==> src/rtl/logic_op_pkg.sv <==
// rtl/logic_op_pkg.sv - op encodings and the shared bitwise operation function
package logic_op_pkg;

    localparam logic [1:0] OP_AND  = 2'd0;
    localparam logic [1:0] OP_OR   = 2'd1;
    localparam logic [1:0] OP_XOR  = 2'd2;
    localparam logic [1:0] OP_NAND = 2'd3;

    // Callers zero-extend operands to this width and truncate the result back.
    // Every op is bitwise, so the upper bits never reach the low bits.
    localparam int LOP_MAX_WIDTH = 256;

    function automatic logic [LOP_MAX_WIDTH-1:0] logic_op_f(
        input logic [1:0]               op,
        input logic [LOP_MAX_WIDTH-1:0] a,
        input logic [LOP_MAX_WIDTH-1:0] b
    );
        logic [LOP_MAX_WIDTH-1:0] y;
        case (op)
            OP_AND:  y = a & b;
            OP_OR:   y = a | b;
            OP_XOR:  y = a ^ b;
            default: y = ~(a & b);
        endcase
        return y;
    endfunction

endpackage

==> src/rtl/logic_op_stage.sv <==
// rtl/logic_op_stage.sv - one valid/data register of the handshake pipeline
module logic_op_stage
    import logic_op_pkg::*;
#(
    parameter int WIDTH = 8
) (
    input  logic             clk,
    input  logic             rst,
    input  logic             advance,
    input  logic             up_valid,
    input  logic [WIDTH-1:0] up_data,
    output logic             valid,
    output logic [WIDTH-1:0] data
);

    // Data only moves with a valid item, so an emptied stage keeps its last value
    // and the tail output does not toggle on bubbles.
    always_ff @(posedge clk) begin
        if (rst) begin
            valid <= 1'b0;
            data  <= '0;
        end else if (advance) begin
            valid <= up_valid;
            if (up_valid) begin
                data <= up_data;
            end
        end
    end

endmodule

==> src/rtl/logic_op_pipe.sv <==
// rtl/logic_op_pipe.sv - bitwise op with combinational, registered and valid/ready pipelined outputs
module logic_op_pipe
    import logic_op_pkg::*;
#(
    parameter int WIDTH = 8,
    parameter int DEPTH = 2
) (
    input  logic             clk,
    input  logic             rst,
    input  logic [1:0]       op,
    input  logic [WIDTH-1:0] a,
    input  logic [WIDTH-1:0] b,
    output logic [WIDTH-1:0] comb_y,
    output logic [WIDTH-1:0] reg_y,
    input  logic             in_valid,
    output logic             in_ready,
    output logic             out_valid,
    input  logic             out_ready,
    output logic [WIDTH-1:0] out_y,
    output logic             out_zero,
    output logic             busy
);

    logic [WIDTH-1:0] op_y;
    logic [DEPTH:0]   advance;
    logic [DEPTH-1:0] stage_valid;
    logic [WIDTH-1:0] stage_data [DEPTH];

    assign op_y   = WIDTH'(logic_op_f(op, LOP_MAX_WIDTH'(a), LOP_MAX_WIDTH'(b)));
    assign comb_y = op_y;

    always_ff @(posedge clk) begin
        if (rst) begin
            reg_y <= '0;
        end else begin
            reg_y <= op_y;
        end
    end

    // Ready ripples from the tail in one cycle: a stage may take a new item when it
    // is empty or its own item moves on, which lets empty stages absorb bubbles.
    always_comb begin
        advance[DEPTH] = out_ready;
        for (int k = DEPTH - 1; k >= 0; k--) begin
            advance[k] = ~stage_valid[k] | advance[k+1];
        end
    end

    assign in_ready = advance[0] & ~rst;

    for (genvar k = 0; k < DEPTH; k++) begin : g_stage
        logic             up_valid;
        logic [WIDTH-1:0] up_data;

        if (k == 0) begin : g_head
            assign up_valid = in_valid & in_ready;
            assign up_data  = op_y;
        end else begin : g_body
            assign up_valid = stage_valid[k-1];
            assign up_data  = stage_data[k-1];
        end

        logic_op_stage #(
            .WIDTH(WIDTH)
        ) u_stage (
            .clk      (clk),
            .rst      (rst),
            .advance  (advance[k]),
            .up_valid (up_valid),
            .up_data  (up_data),
            .valid    (stage_valid[k]),
            .data     (stage_data[k])
        );
    end

    assign out_valid = stage_valid[DEPTH-1];
    assign out_y     = stage_data[DEPTH-1];
    assign out_zero  = out_valid & (out_y == '0);
    assign busy      = |stage_valid;

endmodule

==> config.mk <==
export PLATFORM = sky130hd
export DESIGN_NAME = logic_op_pipe
export DESIGN_NICKNAME = d
export VERILOG_FILES = /design/src/rtl/logic_op_pkg.sv /design/src/rtl/logic_op_stage.sv /design/src/rtl/logic_op_pipe.sv
export SDC_FILE = /design/constraint.sdc
export NUM_CORES = 1
export LEC_CHECK = 0
export CAP_MARGIN = 20
export CORE_MARGIN = 2
export CORE_UTILIZATION = 49
export DETAILED_ROUTE_END_ITERATION = 8
export GPL_ROUTABILITY_DRIVEN = 0
export PLACE_DENSITY_LB_ADDON = 0.05
export SLEW_MARGIN = 20
export SYNTH_ARGS = -nofsm -noshare
export SYNTH_HDL_FRONTEND = slang
export SYNTH_SLANG_ARGS = --single-unit
==> constraint.sdc <==
create_clock -name clk -period 2.05 [get_ports clk]
set_input_delay 0.41 -clock clk [delete_from_list [all_inputs] [get_ports clk]]
set_output_delay 0.41 -clock clk [all_outputs]
set_load 0.1 [all_outputs]
==> impl_metrics.tcl, run 1 <==
set metrics [dict create \
    yosys.area_share.xor_xnor_pct 0 \
    yosys.cell_count.top_type "dfxtp_1" \
    initial_antenna_violation_count 0 \
    ys_seq_area_share_pct 33.52 \
    hold_viol 0 \
    critical_path_buf_inv_count 9 \
    final-max-slew-violation-count 0 \
    drive_gt1_share_pct 50.99 \
    gr-usage-met2_pct 38.04 \
    crit_path_start "a[2]" \
    async_reset_ff_share_pct 0 \
    tightest_slew_ns 0.2809 \
    timing.critical_path.to "g_stage[0].u_stage.data[2]" \
    clk_pin_slew_worst_paths_ns 0.12 \
    achievable-frequency_mhz 488.2 \
    worst_r2r_startpoint "g_stage[1].u_stage.valid" \
    static-leakage-power_nw 1.273 \
    count_of_flip_flops_with_a_built_in_enable_after_synthesis 0 \
    setup.worst_path.class "in -> reg" \
    yosys_warnings 0 \
    synthToLayoutAreaGrowth_pct 63.98 \
    synth-main-ff-cell "dfxtp_1" \
    critPathLaunchType "input pin" \
    clockRootBuffer "clkbuf_4" \
    critical_path.most_common_cell "buf_4" \
    synth_compound_gate_area_share_pct 15.15 \
    cts-hold-fix-buffers 0 \
    timing.critical_path.arrival_ns 2.29 \
    die_w_um 60.29 \
    met3_usage_pct 2.597 \
    hold_class "reg -> reg" \
    synth.cell_area_um2 1553 \
    die_area_um2 3635 \
    synth.largest_area_cell "dfxtp_1" \
    number_of_global_route_vias_before_repair 1385 \
    layout.core_utilization_pct 84.09 \
    final_min_period_over_clock_period_pct 99.92 \
    critPathMaxFanout 2 \
    cts_max_path_buffers 2 \
    cts.sink_count 26 \
    overflow 0 \
    start_util_pct 51.28 \
    global_route.peak_usage_layer "met2" \
    synth.top_cell.area_share_pct 33.52 \
    clkLatencyLatePin_ns 0.30 \
    post_synth_and_or_nand_nor_area_fraction_pct 16.12 \
    finalWorstPathRequiredPeriod_ns 2.048 \
    synth.net_count 207 \
    grtUsageMet1_pct 22.72 \
    setup-violations-final 0 \
    die_h_um 60.29 \
    timing.max_cap.violations 0 \
    mean_routed_wirelength_per_cell_um 12.77 \
    rows 20 \
    setup-tns-final_ns 0 \
    irDropWorstVdd_v 0.0002918 \
    muxShareOfSynthArea_pct 11.68 \
    drt_first_iter_violations 63 \
    h-tree-depth 1 \
    critical_path.reg2reg.endpoint "g_stage[1].u_stage.data[0]" \
    pin_count_of_the_biggest_net_entering_global_routing 26 \
    timing.critical_path.required_ns 2.30 \
    synth_cell_type_count 30 \
    synthesis.area_per_instance_um2 9.188 \
    nets 292 \
    drt-vias-per-instance 4.939 \
    route.vias.total 1467 \
    cts_tree "done" \
    timing.clock.skew_ns 0.005570 \
    rsz0062_at_grt "yes" \
    r2r_slack_ns 0.80 \
    totalWireLength_um 3792 \
    main_combinational_cell_family_by_area_after_synthesis "simple AND/OR/NAND/NOR gates" \
    power_density_nw_per_um2 633.9 \
    pin_count 50 \
    cp-end-kind "register" \
    grt_pass1_wl_um 5692 \
    relSlewSlack_pct 81.43 \
    post_synth_inst_count 169 \
    first_pass_iters 4 \
    crit_cells 14 \
    critical_path.cell_chain "clkdlybuf4s15_1, inv_1, ha_1, mux2_4, nand2_2, o21ai_4, buf_4, buf_4, buf_4, buf_4, buf_4, buf_4, buf_4, o21ai_2" \
    netlist_top_cells_count "dfxtp_1 (26), inv_1 (23), nor2_1 (23), ha_1 (16), o21ai_2 (14)" \
    cts_inserted_buffers 3 \
    cpLargestDelayFamily "buffers and inverters" \
    fp.coreArea_um2 3028 \
    diodes 0 \
    synthAdderAreaFrac_pct 12.89 \
    place.port_buffers 49 \
    detailed_place_hpwl_um 2523 \
    crit_slowest_cell "mux2_4" \
    reg2reg_depth 5 \
    cpPeakStageDelay_ns 0.27 \
    groute.usage.overall_pct 20.71 \
    route.detailed.drc 0 \
    antenna_violating_nets_post_route 0 \
    ys_ff_latch 26 \
    outcome "finished, final reports clean" \
    synth_area_leaders "dfxtp_1 (34%), ha_1 (13%), o21ai_2 (7.9%)" \
]
-- worst reg2reg max path, cell delays in order, from the launching register on --
cell,delay [ns]
dfxtp_2,0.37
nor2b_4,0.21
nand2b_1,0.13
buf_4,0.19
mux2i_1,0.21
nor2_1,0.05
-- registers in the layout, indices dropped and copies added (netlist names) --
signal,cells
g_stage.u_stage.data,16
reg_y,8
g_stage.u_stage.valid,2
-- cells by family after synthesis --
logic type | after synthesis
simple gates | 47
buf+inv | 34
compound gates | 30
flops | 26
mux | 16
fa+ha+maj | 16
-- cell usage in the layout, fill, tap and decap left out, types with 2 or more instances in the layout --
| master | instances |
|---|---|
| a21oi_1 | 4 |
| a21oi_2 | 2 |
| buf_12 | 11 |
| buf_4 | 55 |
| buf_6 | 2 |
| clkbuf_2 | 3 |
| clkbuf_4 | 3 |
| clkdlybuf4s15_1 | 8 |
| clkdlybuf4s50_1 | 3 |
| dfxtp_1 | 19 |
| dfxtp_2 | 3 |
| dfxtp_4 | 4 |
| dlygate4sd2_1 | 7 |
| ha_1 | 13 |
| ha_2 | 2 |
| inv_1 | 16 |
| inv_2 | 9 |
| mux2_4 | 7 |
| mux2i_1 | 8 |
| nand2_1 | 2 |
| nand2_2 | 3 |
| nand2b_1 | 2 |
| nand3b_1 | 6 |
| nand3b_2 | 2 |
| nor2_1 | 23 |
| nor2b_1 | 4 |
| o211ai_1 | 3 |
| o21ai_2 | 11 |
| o21ai_4 | 4 |
| o31a_1 | 3 |
-- how the worst min path moves through the flow --
stage / start / to / slack [ns] / cells after the start
2_1_floorplan: g_stage[0].u_stage.data[3] / g_stage[1].u_stage.data[3] / 0.46 / 2
3_3_place_gp: g_stage[0].u_stage.data[2] / g_stage[1].u_stage.data[2] / 0.47 / 2
3_5_place_dp: g_stage[0].u_stage.data[7] / g_stage[0].u_stage.data[7] / 0.48 / 2
4_1_cts: g_stage[0].u_stage.data[7] / g_stage[0].u_stage.data[7] / 0.50 / 2
5_1_grt: g_stage[0].u_stage.data[7] / g_stage[0].u_stage.data[7] / 0.51 / 2
6_report: g_stage[0].u_stage.data[7] / g_stage[0].u_stage.data[7] / 0.49 / 2
-- through the flow --
step	worst slack (ns)	total power, W	instance area, µm²	hold slack (ns)	cells
after global routing	-0.04865	0.001680	2546	0.5067	297
after floorplan	-0.2928	0.001069	1590	0.4596	169
after global placement	-0.2723	0.001301	2275	0.4702	272
after CTS	0.004082	0.001584	2462	0.4951	293
final	0.001546	0.001614	2546	0.4930	297
after detailed placement	-0.3397	0.001320	2275	0.4750	272
-- routing by layer --
| layer | share of wire [%] | wire (µm) |
|---|---|---|
| met2 | 52 | 1981 |
| met4 | 2.4 | 92 |
| met1 | 42 | 1578 |
| met3 | 3.7 | 139 |
| met5 | 0 | 0 |
-- layout make-up --
cell class,instances,area [µm²]
clock buffers,4,26.28
fillers,176,481.7
inverters,25,93.84
multi-input cells,109,989.7
flip-flops and latches,26,539.3
well taps,44,55.05
repair buffers,89,842.1
-- what timing repair did --
| action | in CTS | in global routing |
|---|---|---|
| resized for setup | 38 | 24 |
| pin swaps | 9 | 5 |
| setup buffers | 17 | 4 |
| gates cloned | 0 | 0 |
| endpoints found under the setup margin | 9 | 9 |
-- where the power goes --
group	internal [W]	switching (W)	leakage [nW]
Clock	0.0000758	0.000133	0.0150
Sequential	0.000541	0.0000223	0.219
Combinational	0.000325	0.000517	1.04
Total	0.000942	0.000672	1.27
No activity file was read; power rests on OpenSTA's default activity.
==> inputs of run 2 (changes only) <==
- CORE_UTILIZATION: 49 -> 50
- CTS_BUF_LIST: default -> sky130_fd_sc_hd__clkbuf_2 sky130_fd_sc_hd__clkbuf_4 sky130_fd_sc_hd__clkbuf_8
==> run 2 against run 1 <==
  * Die area down 1.9%
  * Maximum frequency rose by 0.90%
  * Cell area decreased by 4.3%
  * Largest power group unchanged
  * Register-to-register slack is essentially flat
  * Setup slack better by 0.018 ns
  * Combinational power down 3.4%
  * Largest cell class unchanged
  * Via count shrank 2.0%
==> impl_metrics.tcl, run 2 (synthesis results as in run 1) <==
set metrics [dict create \
    finish.cell_count_without_fillers 275 \
    timing.max_cap.violations 0 \
    layout.cells.most_common_list "buf_4 (44), nor2_1 (23), dfxtp_1 (19), inv_1 (15), ha_1 (14)" \
    rsz0062_at_grt "yes" \
    hold_class "reg -> reg" \
    outcome "finished, final reports clean" \
    totalWireLength_um 3842 \
    hold_viol 0 \
    critPathMaxFanout 2 \
    p_int_w 0.0009344 \
    synthToLayoutAreaGrowth_pct 56.97 \
    totalPowerFinal_w 0.001610 \
    antenna_violating_nets_post_route 0 \
    rows 20 \
    critical_path_buf_inv_count 4 \
    placedInstanceArea_um2 2238 \
    route.detailed.drc 0 \
    cpLargestDelayFamily "buffers and inverters" \
    crit_slowest_cell "ha_1" \
    detailed_place_hpwl_um 2536 \
    drive_gt1_share_pct 47.93 \
    final_min_period_over_clock_period_pct 99.03 \
    overflow 0 \
    start_util_pct 51.71 \
    netSwitchingPower_w 0.0006760 \
    setup-tns-final_ns 0 \
    critical_path.cell_chain "dlygate4sd2_1, inv_1, ha_1, mux2_4, o21ai_4, inv_2, buf_12" \
    finalWorstPathRequiredPeriod_ns 2.030 \
    cts_inserted_buffers 3 \
    hold-path-endpoint "g_stage[0].u_stage.data[0]" \
    groute.usage.overall_pct 21.18 \
    layout_commonest_cell "buf_4" \
    diodes 0 \
    hp-start "g_stage[0].u_stage.data[0]" \
    timing.critical_path.required_ns 1.64 \
    nets 281 \
    layout.core_utilization_pct 81.17 \
    setup-violations-final 0 \
    tightest_slew_ns 0.2812 \
    first_pass_iters 4 \
    relSlewSlack_pct 81.41 \
    initial_antenna_violation_count 0 \
    achievable-frequency_mhz 492.6 \
    comb_power_share_pct 50.5 \
    mean_routed_wirelength_per_cell_um 13.97 \
    irDropWorstVdd_v 0.0004181 \
    critPathLaunchType "input pin" \
    cts.sink_count 26 \
    drt_first_iter_violations 48 \
    drt-vias-per-instance 5.225 \
    die_area_um2 3567 \
    cp-end-kind "output pin" \
    power_density_nw_per_um2 660.7 \
    timing.critical_path.arrival_ns 1.62 \
    largest_reg_flops 16 \
    number_of_global_route_vias_before_repair 1358 \
    setup.worst_path.class "in -> out" \
    design_area_um2 2437 \
    cts_max_path_buffers 2 \
    reg2reg_depth 5 \
    pin_count 50 \
    clkLatencyLatePin_ns 0.32 \
    clk_pin_slew_worst_paths_ns 0.13 \
    worst_r2r_startpoint "g_stage[1].u_stage.valid" \
    sw_frac_of_total_pct 41.98 \
    grt_pass1_wl_um 5796 \
    pin_count_of_the_biggest_net_entering_global_routing 26 \
    final-max-slew-violation-count 0 \
    sequentialPowerShare_pct 35.0 \
    fp.coreArea_um2 3003 \
    regMostFlops "g_stage.u_stage.data" \
    h-tree-depth 1 \
    hold-path-cell-count 2 \
    r2r_slack_ns 0.79 \
    cts-hold-fix-buffers 0 \
    clock_power_share_pct 14.5 \
    biggestRegsByFlops "g_stage.u_stage.data (16), reg_y (8), g_stage.u_stage.valid (2)" \
    timing.clock.skew_ns 0.005280 \
    clockRootBuffer "clkbuf_4" \
    die_w_um 59.73 \
    critical_path.reg2reg.endpoint "g_stage[1].u_stage.data[7]" \
    cpPeakStageDelay_ns 0.29 \
    cts_tree "done" \
    static-leakage-power_nw 1.234 \
    route.vias.total 1437 \
    place.port_buffers 49 \
    placed_cells 258 \
    die_h_um 59.73 \
]
-- run 2: final cells by class --
class | instances | area (µm²)
multi-input combinational | 109 | 980.9
timing repair buffer | 78 | 752.0
fill | 193 | 565.5
sequential | 26 | 539.3
inverter | 25 | 93.84
tap | 33 | 41.29
clock buffer | 4 | 30.03
-- run 2: stage by stage --
step,hold WS [ns],worst slack [ns]
6_report,0.4973,0.01988
5_1_grt,0.5091,-0.03152
4_1_cts,0.4963,-0.1509
3_5_place_dp,0.4728,-0.3093
3_3_place_gp,0.4719,-0.2575
2_1_floorplan,0.4596,-0.2928
-- run 2: power by group through the flow --
stage	logic [W]	clock network [W]	registers, W
2_1_floorplan	0.000348	0	0.000721
3_3_place_gp	0.000725	0	0.000572
3_5_place_dp	0.000741	0	0.000574
4_1_cts	0.000784	0.000237	0.000563
5_1_grt	0.000852	0.000252	0.000568
6_report	0.000813	0.000233	0.000564
-- run 2: worst max-delay path by stage --
stage,startpoint,endpoint,slack (ns),cells past startpoint
after floorplan,g_stage[1].u_stage.data[6],out_zero,-0.29,3
final,a[1],comb_y[1],0.02,7
after detailed placement,a[6],comb_y[6],-0.31,7
after global routing,op[1],comb_y[7],-0.03,7
after global placement,a[6],comb_y[6],-0.26,7
after CTS,b[7],comb_y[7],-0.15,8
-- run 2: metal layers --
| metal | vias up | routed length [µm] | GRT usage [%] |
|---|---|---|---|
| met1 | 668 | 1444 | 24.03 |
| met4 | 0 | 154 | 6.667 |
| met3 | 14 | 183 | 2.381 |
| met5 | - | 0 | 0 |
| li1 | 705 | - | - |
| met2 | 50 | 2060 | 40.53 |
-- run 2: worst register-to-register path: cells and delay by family, from the launching register on --
family / cells / cell delay [ns]
buf+inv: 1 / 0.19
mux: 1 / 0.22
simple gates: 3 / 0.38
flops: 1 / 0.37
-- run 2: repair_timing --
action                     4_1_cts  5_1_grt
gates resized for setup         31       22
setup endpoints to repair        9        8
pin swaps                        8        7
setup buffers                   12        1
==> inputs of run 3 (changes only) <==
- SKIP_CTS_REPAIR_TIMING: default -> 1
==> run 3 against run 2 <==
  * Total power fell by 3.1%
  * Sequential power barely moved
  * Combinational power fell by 6.0%
  * Global-route usage fell by 2.3 points
  * Non-clock buffer count fell by 12
  * Setup slack improved by 0.037 ns
  * Sequential cell count did not move
  * Clock power barely moved
  * Die area did not move
  * Clock skew barely moved
  * First-iteration DRC count fell by 46%
  * Largest cell class unchanged
  * Maximum frequency rose by 1.9%
==> impl_metrics.tcl, run 3 (synthesis results as in run 1) <==
set metrics [dict create \
    postLayoutSetupSlackWorst_ns 0.05733 \
    critical_path_buf_inv_count 4 \
    setup.worst_path.class "in -> out" \
    number_of_global_route_vias_before_repair 1283 \
    r2r_slack_ns 0.80 \
    clk_pin_slew_worst_paths_ns 0.13 \
    power_density_nw_per_um2 652.7 \
    crit_path_start "a[0]" \
    layout.cells.most_common_list "buf_4 (32), nor2_1 (23), dfxtp_1 (19), dlymetal6s2s_1 (18), inv_1 (16)" \
    detailed_place_hpwl_um 2536 \
    hold_viol 0 \
    setup-violations-final 0 \
    static-leakage-power_nw 1.301 \
    drive_gt1_share_pct 43.48 \
    cts_inserted_buffers 3 \
    timing.clock.skew_ns 0.005572 \
    hp-start "g_stage[0].u_stage.data[0]" \
    place.port_buffers 49 \
    tightest_slew_ns 0.2803 \
    synthToLayoutAreaGrowth_pct 53.91 \
    first_pass_iters 4 \
    biggestRegsByFlops "g_stage.u_stage.data (16), reg_y (8), g_stage.u_stage.valid (2)" \
    cpLargestDelayFamily "buffers and inverters" \
    regMostFlops "g_stage.u_stage.data" \
    netSwitchingPower_w 0.0006539 \
    critical_path.cell_chain "dlymetal6s2s_1, inv_1, ha_1, mux2_2, o21ai_2, inv_2, buf_12" \
    critPathLaunchType "input pin" \
    reg2reg_depth 5 \
    comb_power_share_pct 49.0 \
    grt_pass1_wl_um 5264 \
    cpPeakStageDelay_ns 0.29 \
    sw_frac_of_total_pct 41.92 \
    finish.cell_count_without_fillers 263 \
    totalWireLength_um 3372 \
    placement_stage_worst_setup_slack_ns -0.3093 \
    cp-end-kind "output pin" \
    pin_count_of_the_biggest_net_entering_global_routing 26 \
    die_w_um 59.73 \
    clkLatencyLatePin_ns 0.32 \
    sequentialPowerShare_pct 36.2 \
    final_min_period_over_clock_period_pct 97.20 \
    critical_path.reg2reg.endpoint "g_stage[1].u_stage.data[1]" \
    fp.coreArea_um2 3003 \
    drt-vias-per-instance 5.114 \
    nets 269 \
    drt_first_iter_violations 26 \
    diodes 0 \
    outcome "finished, final reports clean" \
    layout_commonest_cell "buf_4" \
    irDropWorstVdd_v 0.0004083 \
    die_area_um2 3567 \
    pin_count 50 \
    finalWorstPathRequiredPeriod_ns 1.993 \
    route.detailed.drc 0 \
    rsz0062_at_grt "yes" \
    cts_tree "done" \
    relSlewSlack_pct 81.47 \
    initial_antenna_violation_count 0 \
    groute.usage.overall_pct 18.89 \
    timing.critical_path.arrival_ns 1.58 \
    hold_class "reg -> reg" \
    worst_r2r_startpoint "g_stage[1].u_stage.valid" \
    mean_routed_wirelength_per_cell_um 12.82 \
    clockRootBuffer "clkbuf_4" \
    critPathMaxFanout 2 \
    h-tree-depth 1 \
    timing.max_cap.violations 0 \
    placed_cells 258 \
    rows 20 \
    crit_slowest_cell "ha_1" \
    start_util_pct 51.71 \
    cts.sink_count 26 \
    achievable-frequency_mhz 501.8 \
    overflow 0 \
    hold-path-cell-count 2 \
    die_h_um 59.73 \
    p_int_w 0.0009059 \
    largest_reg_flops 16 \
    clock_power_share_pct 14.9 \
    timing.critical_path.required_ns 1.64 \
    hold-path-endpoint "g_stage[0].u_stage.data[0]" \
    route.vias.total 1345 \
    cts_max_path_buffers 2 \
    final-max-slew-violation-count 0 \
    antenna_violating_nets_post_route 0 \
]
-- run 3: cell types whose count changed in the layout (fill, tap and decap cells not counted), sizes merged --
cell / previous run / this run
dlygate4sd2: 11 / 0
dlymetal6s2s: 1 / 18
clkbuf: 8 / 4
buf: 57 / 45
clkdlybuf4s15: 2 / 0
-- run 3: worst reg2reg max path: cells and delay by family, from the launching register on --
kind | cells | cell delay (ns)
and+or+nand+nor | 3 | 0.38
DFF | 1 | 0.37
muxes | 1 | 0.22
buffers and inverters | 1 | 0.19
-- run 3: power groups by stage --
stage | clock network [W] | logic [W] | registers, W
after global routing | 0.000252 | 0.000803 | 0.000568
after CTS | 0.000237 | 0.000743 | 0.000563
after global placement | 0 | 0.000725 | 0.000572
after floorplan | 0 | 0.000348 | 0.000721
final | 0.000232 | 0.000764 | 0.000564
after detailed placement | 0 | 0.000741 | 0.000574
-- run 3: worst max-delay path by stage --
| stage | to | slack (ns) | depth (start not counted) |
|---|---|---|---|
| 2_1_floorplan | out_zero | -0.29 | 3 |
| 3_3_place_gp | comb_y[6] | -0.26 | 7 |
| 3_5_place_dp | comb_y[6] | -0.31 | 7 |
| 4_1_cts | comb_y[7] | -0.31 | 8 |
| 5_1_grt | out_zero | -0.02 | 4 |
| 6_report | comb_y[0] | 0.06 | 7 |
-- run 3: metrics by stage --
| step | power [W] | util, % | instance area, µm² | hold WS, ns | setup TNS, ns |
|---|---|---|---|---|---|
| after CTS | 0.001543 | 75.54 | 2268 | 0.4963 | -2.069 |
| after floorplan | 0.001069 | - | 1590 | 0.4596 | -0.2928 |
| after detailed placement | 0.001315 | 74.54 | 2238 | 0.4728 | -2.020 |
| final | 0.001560 | 79.58 | 2390 | 0.4972 | 0 |
| after global placement | 0.001297 | 74.54 | 2238 | 0.4719 | -1.549 |
| after global routing | 0.001623 | 79.58 | 2390 | 0.5091 | -0.02891 |
-- run 3: cell type report --
class	instances	area (µm²)
clock buffers	4	30.03
fillers	200	613.1
flip-flops and latches	26	539.3
repair buffers	66	738.2
inverters	25	93.84
well taps	33	41.29
multi-input cells	109	947.2
-- run 3: layer usage --
layer	track usage, %	share of wire [%]	vias to the layer above	wire length [µm]
met4	6.667	1.8	0	61
met5	0	0	-	0
met2	35.09	53	36	1782
li1	-	-	677	-
met3	2.165	4.7	6	158
met1	22.01	41	626	1370
